[config.mk]
export PLATFORM = sky130hd
export DESIGN_NAME = bit_stream_tx
export DESIGN_NICKNAME = d
export VERILOG_FILES = /design/src/rtl/bit_stream_pkg.sv /design/src/rtl/bit_stream_tx_bit_timer.sv /design/src/rtl/bit_stream_tx.sv
export SDC_FILE = /design/constraint.sdc
export NUM_CORES = 1
export LEC_CHECK = 0
export CAP_MARGIN = 30
export CORE_MARGIN = 2
export CORE_UTILIZATION = 50
export CTS_CLUSTER_SIZE = 25
export DETAILED_ROUTE_END_ITERATION = 10
export DONT_BUFFER_PORTS = 1
export SLEW_MARGIN = 20
export SYNTH_ARGS = -nofsm -noshare
export SYNTH_HDL_FRONTEND = slang
export SYNTH_HIERARCHICAL = 1
export SYNTH_SLANG_ARGS = --single-unit
[constraint.sdc]
create_clock -name clk -period 4.8 [get_ports clk]
set_clock_uncertainty 0.2 [all_clocks]
set_input_delay 1.2 -clock clk [delete_from_list [all_inputs] [get_ports clk]]
set_output_delay 1.2 -clock clk [all_outputs]
set_load 0.02 [all_outputs]
[src/rtl/bit_stream_pkg.sv]
// rtl/bit_stream_pkg.sv - shared defaults, state encoding and sizing helper for the bit stream link
package bit_stream_pkg;

  localparam int CLK_LEN_DEF      = 24;
  localparam int DATA_W_DEF       = 8;
  localparam int PREAMBLE_LEN_DEF = 32;

  typedef enum logic [1:0] {
    ST_IDLE     = 2'd0,
    ST_PREAMBLE = 2'd1,
    ST_DATA     = 2'd2
  } tx_state_e;

  // Bit-index counter must hold both the preamble and the word bit index.
  function automatic int cnt_width(input int a, input int b);
    int m;
    m = (a > b) ? a : b;
    return $clog2(m) + 1;
  endfunction

endpackage

[src/rtl/bit_stream_tx_bit_timer.sv]
// rtl/bit_stream_tx_bit_timer.sv - bit period counter flagging the last cycle of each bit
module bit_timer
  import bit_stream_pkg::*;
#(
  parameter int CLK_LEN = CLK_LEN_DEF
) (
  input  logic               clk,
  input  logic               rst,
  input  logic [CLK_LEN-1:0] period,
  input  logic               restart,
  output logic               boundary
);

  localparam logic [CLK_LEN-1:0] ONE = CLK_LEN'(1);

  logic [CLK_LEN-1:0] cnt_q;
  logic [CLK_LEN-1:0] cnt_d;

  assign boundary = (cnt_q == (period - ONE));

  always_comb begin
    cnt_d = cnt_q + ONE;
    if (restart || boundary) begin
      cnt_d = '0;
    end
  end

  always_ff @(posedge clk) begin
    if (rst) begin
      cnt_q <= '0;
    end else begin
      cnt_q <= cnt_d;
    end
  end

endmodule

[src/rtl/bit_stream_tx.sv]
// rtl/bit_stream_tx.sv - NRZ serialiser: alternating preamble then back-to-back payload words
module bit_stream_tx
  import bit_stream_pkg::*;
#(
  parameter int CLK_LEN      = CLK_LEN_DEF,
  parameter int DATA_W       = DATA_W_DEF,
  parameter int PREAMBLE_LEN = PREAMBLE_LEN_DEF
) (
  input  logic               clk,
  input  logic               rst,
  input  logic [CLK_LEN-1:0] bit_period,
  input  logic               msb_first,
  input  logic [DATA_W-1:0]  data_in,
  input  logic               data_valid,
  output logic               data_ready,
  output logic               signal,
  output logic               bit_strobe,
  output logic               tx_busy
);

  localparam int CNT_W = cnt_width(PREAMBLE_LEN, DATA_W);
  localparam logic [CNT_W-1:0]   CNT_ONE    = CNT_W'(1);
  localparam logic [CNT_W-1:0]   PRE_LAST   = CNT_W'(PREAMBLE_LEN - 1);
  localparam logic [CNT_W-1:0]   DATA_LAST  = CNT_W'(DATA_W - 1);
  localparam logic [CLK_LEN-1:0] MIN_PERIOD = CLK_LEN'(2);

  tx_state_e          state_q, state_d;
  logic               signal_q, signal_d;
  logic               strobe_q, strobe_d;
  logic [DATA_W-1:0]  hold_q, hold_d;
  logic               hold_full_q, hold_full_d;
  logic [DATA_W-1:0]  shift_q, shift_d;
  logic [CNT_W-1:0]   bit_cnt_q, bit_cnt_d;
  logic [CLK_LEN-1:0] period_q, period_d;
  logic               msb_q, msb_d;

  logic               accept;
  logic               do_load;
  logic [DATA_W-1:0]  load_word;
  logic               boundary;

  assign accept     = data_valid && !hold_full_q;
  assign data_ready = !hold_full_q;
  assign signal     = signal_q;
  assign bit_strobe = strobe_q;
  assign tx_busy    = (state_q != ST_IDLE);

  bit_timer #(
    .CLK_LEN (CLK_LEN)
  ) u_bit_timer (
    .clk      (clk),
    .rst      (rst),
    .period   (period_q),
    .restart  (state_q == ST_IDLE),
    .boundary (boundary)
  );

  always_comb begin
    state_d     = state_q;
    signal_d    = signal_q;
    strobe_d    = 1'b0;
    hold_d      = hold_q;
    hold_full_d = hold_full_q;
    shift_d     = shift_q;
    bit_cnt_d   = bit_cnt_q;
    period_d    = period_q;
    msb_d       = msb_q;
    do_load     = 1'b0;
    load_word   = hold_full_q ? hold_q : data_in;

    if (accept) begin
      hold_d      = data_in;
      hold_full_d = 1'b1;
    end

    case (state_q)
      ST_IDLE: begin
        signal_d = 1'b1;
        if (hold_full_q) begin
          state_d   = ST_PREAMBLE;
          signal_d  = 1'b0;
          strobe_d  = 1'b1;
          bit_cnt_d = '0;
          period_d  = (bit_period < MIN_PERIOD) ? MIN_PERIOD : bit_period;
          msb_d     = msb_first;
        end
      end
      ST_PREAMBLE: begin
        if (boundary) begin
          strobe_d = 1'b1;
          if (bit_cnt_q == PRE_LAST) begin
            state_d   = ST_DATA;
            bit_cnt_d = '0;
            do_load   = 1'b1;
          end else begin
            bit_cnt_d = bit_cnt_q + CNT_ONE;
            signal_d  = ~signal_q;
          end
        end
      end
      ST_DATA: begin
        if (boundary) begin
          if (bit_cnt_q == DATA_LAST) begin
            bit_cnt_d = '0;
            // A word arriving on this very cycle is taken straight from data_in.
            if (hold_full_q || data_valid) begin
              do_load  = 1'b1;
              strobe_d = 1'b1;
            end else begin
              state_d  = ST_IDLE;
              signal_d = 1'b1;
            end
          end else begin
            strobe_d  = 1'b1;
            bit_cnt_d = bit_cnt_q + CNT_ONE;
            signal_d  = msb_q ? shift_q[DATA_W-1] : shift_q[0];
            shift_d   = msb_q ? (shift_q << 1) : (shift_q >> 1);
          end
        end
      end
      default: begin
        state_d  = ST_IDLE;
        signal_d = 1'b1;
      end
    endcase

    if (do_load) begin
      signal_d    = msb_q ? load_word[DATA_W-1] : load_word[0];
      shift_d     = msb_q ? (load_word << 1) : (load_word >> 1);
      hold_full_d = 1'b0;
    end
  end

  always_ff @(posedge clk) begin
    if (rst) begin
      state_q     <= ST_IDLE;
      signal_q    <= 1'b1;
      strobe_q    <= 1'b0;
      hold_q      <= '0;
      hold_full_q <= 1'b0;
      shift_q     <= '0;
      bit_cnt_q   <= '0;
      period_q    <= MIN_PERIOD;
      msb_q       <= 1'b0;
    end else begin
      state_q     <= state_d;
      signal_q    <= signal_d;
      strobe_q    <= strobe_d;
      hold_q      <= hold_d;
      hold_full_q <= hold_full_d;
      shift_q     <= shift_d;
      bit_cnt_q   <= bit_cnt_d;
      period_q    <= period_d;
      msb_q       <= msb_d;
    end
  end

endmodule

==> impl_results.md <==
- Placer Congestion: about 0.85
- Cell Rows: 35
- Root Buffer: clkbuf_8
- Placed instance count: 672
- Hold Buf Count CTS: 0
- Antenna violations before repair: 0
- Worst setup SP type: register
- Crit path max-delay cell type: or4b_1
- Total Nets Final: roughly 600
- Max Freq: between 200 and 250 MHz
- Setup TNS: 0 ps
- Final core occ: 0.543
- Fin worst setup slack: roughly 260 ps
- Worst path cell trace: inv_1, ha_1, or4b_1, or4_4, or3b_1, a211oi_2, o22ai_1, a2111oi_4, o21ba_2, or3_1, nor3_2, a21oi_1, a311oi_1
- R2r setup slk: ~260 ps
- Clock-pin transition on the worst setup and hold timing paths: around 80 ps
- Max-cap viol count: 0
- Final min period: ~4500 ps
- DP HPWL: between 8000 and 9000 um
- Vias in the first global route: just under 4000
- Largest stage delay on the critical path: roughly 580 ps
- Rel. slew slack: 0.404
- Antenna Cells: 0
- Total clock buffers created by CTS: 9
- Crit-path max FO: 7
- Post-synth ARST share: 0
- Fin crit share: 0.945
- Post-DRT Antenna Nets: 0
- # resized after CTS: 0
- Worst Setup End Kind: register
- Main synth FF type: dfxtp_1
- Final WL: 12000 um
- Pins over their slew limit: 0
- Register area: 0.00152 sq mm
- Violation count after the first detailed-routing iteration: roughly 300
- Clock sink count: 76
- Worst-margin pin slew: 891 ps
- VDD IR max: around 0.00024 V
- CTS Buffer Depth: 2
- # IOs: 40
- Post-synthesis cell type count: 74
- Congestion Overflow GR: 0
- R2r endpoint: bit_cnt_q[5]
- Area of the multi-input gates: ~0.003 sq mm
- Ys Warns: 6
- Setup WS pre-CTS: 268 ps
- Die X: 101 um
- Number of post-CTS setup repair buffers: 0
- Initial core utilization: 0.514
- Unrepaired setup endpoints after global routing: false
- Total Routing Usage GR: 0.254
- Status: complete, no violations
- Die area: 0.0103 sq mm
- Average cell area after synthesis: slightly above 8 sq um
- Wire per inst: around 17 um
- Drt drc: 0
- CP Capture Point: bit_cnt_q[5]
- Yosys reg bits: 76
- Number of port buffers: 0
- Critical path class: reg -> reg
- Synth Net Count: between 600 and 700
- Via/cell ratio: 6.02
- R2R cell count: 13
- Number of enable flip-flop cells after synthesis: 0
- DRT Pass-1 Iters: 5
- Vias: between 4000 and 5000
- Non-Filler Instances: slightly below 700
- Proportion of layout cells with a drive suffix above 1: 0.114
- Sequential fraction of the synthesis area: 0.320
- Fill count: 883
- Startpoint of the worst hold path: bit_cnt_q[1]
- Path category of the worst min-delay check: reg -> reg
- Worst path arrival time: about 4600 ps
- Pin count of the biggest net entering global routing: 75
- Worst path required time: between 4000 and 5000 ps
- CTS tree: done
- Mapped Cells: 574
- Core box area: roughly 0.009 sq mm
- Synthesis-to-layout area growth: 5.58%
- Crit Reg-Reg Startpoint: period_q[0]
- Hold Vio Cnt, Final: 0
- Leakage power: between 1.5 and 2 nW
- Height of the die: just over 100 um
- First-pass GRT wire length: 20400 um
- Pwr per Cell Area: 370 mW/mm^2
- Post-synthesis instance area: between 0.004 and 0.005 sq mm
- CTS H-tree lvls: 3
- Final setup violating endpoints: 0
- CP Launch Point: period_q[0]
- Skew-Pair Late Insertion Delay: between 300 and 400 ps
[kinds of logic (layout without fill, tap and decap cells)]
family | count (synthesis) | count (layout) | share of synthesized area
multiplexers | 27 | 27 | 0.0687
XOR/XNOR | 41 | 41 | 0.0756
AO/OA/AOI/OAI | 105 | 105 | 0.154
buffers and inverters | 48 | 34 | 0.0482
flip-flops | 76 | 76 | 0.320
AND/OR/NAND/NOR | 269 | 269 | 0.313
adder cells (fa/ha/maj) | 8 | 8 | 0.0211
[layout by cell type, fill, tap and decap left out, drive strengths merged, types with 7 or more instances in the layout]
| master | count |
|---|---|
| xor2 | 17 |
| xnor2 | 24 |
| nand2 | 87 |
| nand3 | 19 |
| and3 | 7 |
| inv | 12 |
| nor2 | 45 |
| o211ai | 10 |
| clkbuf | 11 |
| dfxtp | 76 |
| o21ai | 12 |
| or4 | 9 |
| or3 | 8 |
| nor3 | 19 |
| a21oi | 42 |
| nor4 | 33 |
| mux2i | 18 |
| ha | 8 |
[Yosys cell counts, drive strengths merged (10+ instances only)]
master / number / area (sq um)
xor2: 17 / 149
xnor2: 24 / 210
nor3: 19 / 100
a21oi: 42 / 221
nor4: 33 / 300
dfxtp: 76 / 1520
o21ai: 12 / 60.1
buf: 15 / 105
inv: 12 / 45.0
nand2: 87 / 327
o211ai: 10 / 75.1
nand3: 19 / 100
nor2: 45 / 179
clkbuf: 21 / 78.8
mux2i: 18 / 180
[routing by layer]
layer / vias up / part of all wire / track usage
li1: 2055 / - / -
met3: 14 / 0.064 / 0.0711
met1: 1978 / 0.48 / 0.351
met5: - / 0 / 0
met2: 101 / 0.44 / 0.384
met4: 0 / 0.017 / 0.0811
[where the power goes]
group          total, W  switching [W]  internal (W)
Combinational  0.000533       0.000332      0.000201
Sequential     0.000757      0.0000801      0.000676
Clock          0.000566       0.000244      0.000322
[cell type report]
| type | instances | share of cell area |
|---|---|---|
| inverters | 12 | 0.00898 |
| flip-flops and latches | 76 | 0.303 |
| repair buffers | 6 | 0.0105 |
| well taps | 129 | 0.0322 |
| clock buffers | 11 | 0.0302 |
| multi-input cells | 450 | 0.598 |
| clock inverters | 5 | 0.0167 |
[worst min-delay path by stage]
stage | endpoint | slack, ps | cells after the start
floorplan | period_q[13] | 240 | 2
global placement | bit_cnt_q[1] | 260 | 2
finish | bit_cnt_q[1] | 270 | 2
detailed placement | bit_cnt_q[1] | 260 | 2
global route | period_q[23] | 320 | 2
CTS | bit_cnt_q[1] | 270 | 2
[critical path, delay by kind of cell, from the launching register on]
family	cells	cell delay, ps
AOI/OAI and AO/OA	6	1400
buffers and inverters	1	70
and+or+nand+nor	5	2190
DFF	1	360
adders and majority gates	1	220
[stage by stage]
| step | hold WS, ps | cell area (sq um) | power [W] |
|---|---|---|---|
| CTS | 274 | 5000 | 0.00187 |
| floorplan | 235 | 4750 | 0.00120 |
| global placement | 259 | 4770 | 0.00129 |
| finish | 270 | 5020 | 0.00186 |
| global route | 324 | 5020 | 0.00196 |
| detailed placement | 261 | 4770 | 0.00130 |
[sequential cells by signal, indices dropped and copies added, names as in the netlist]
signal,cells
bit_cnt_q,6
period_q,24
shift_q,8
u_bit_timer/cnt_q,24
hold_q,8
state_q,2
signal,1
hold_full_q,1
bit_strobe,1
msb_q,1
(Power assumes the default switching activity.)
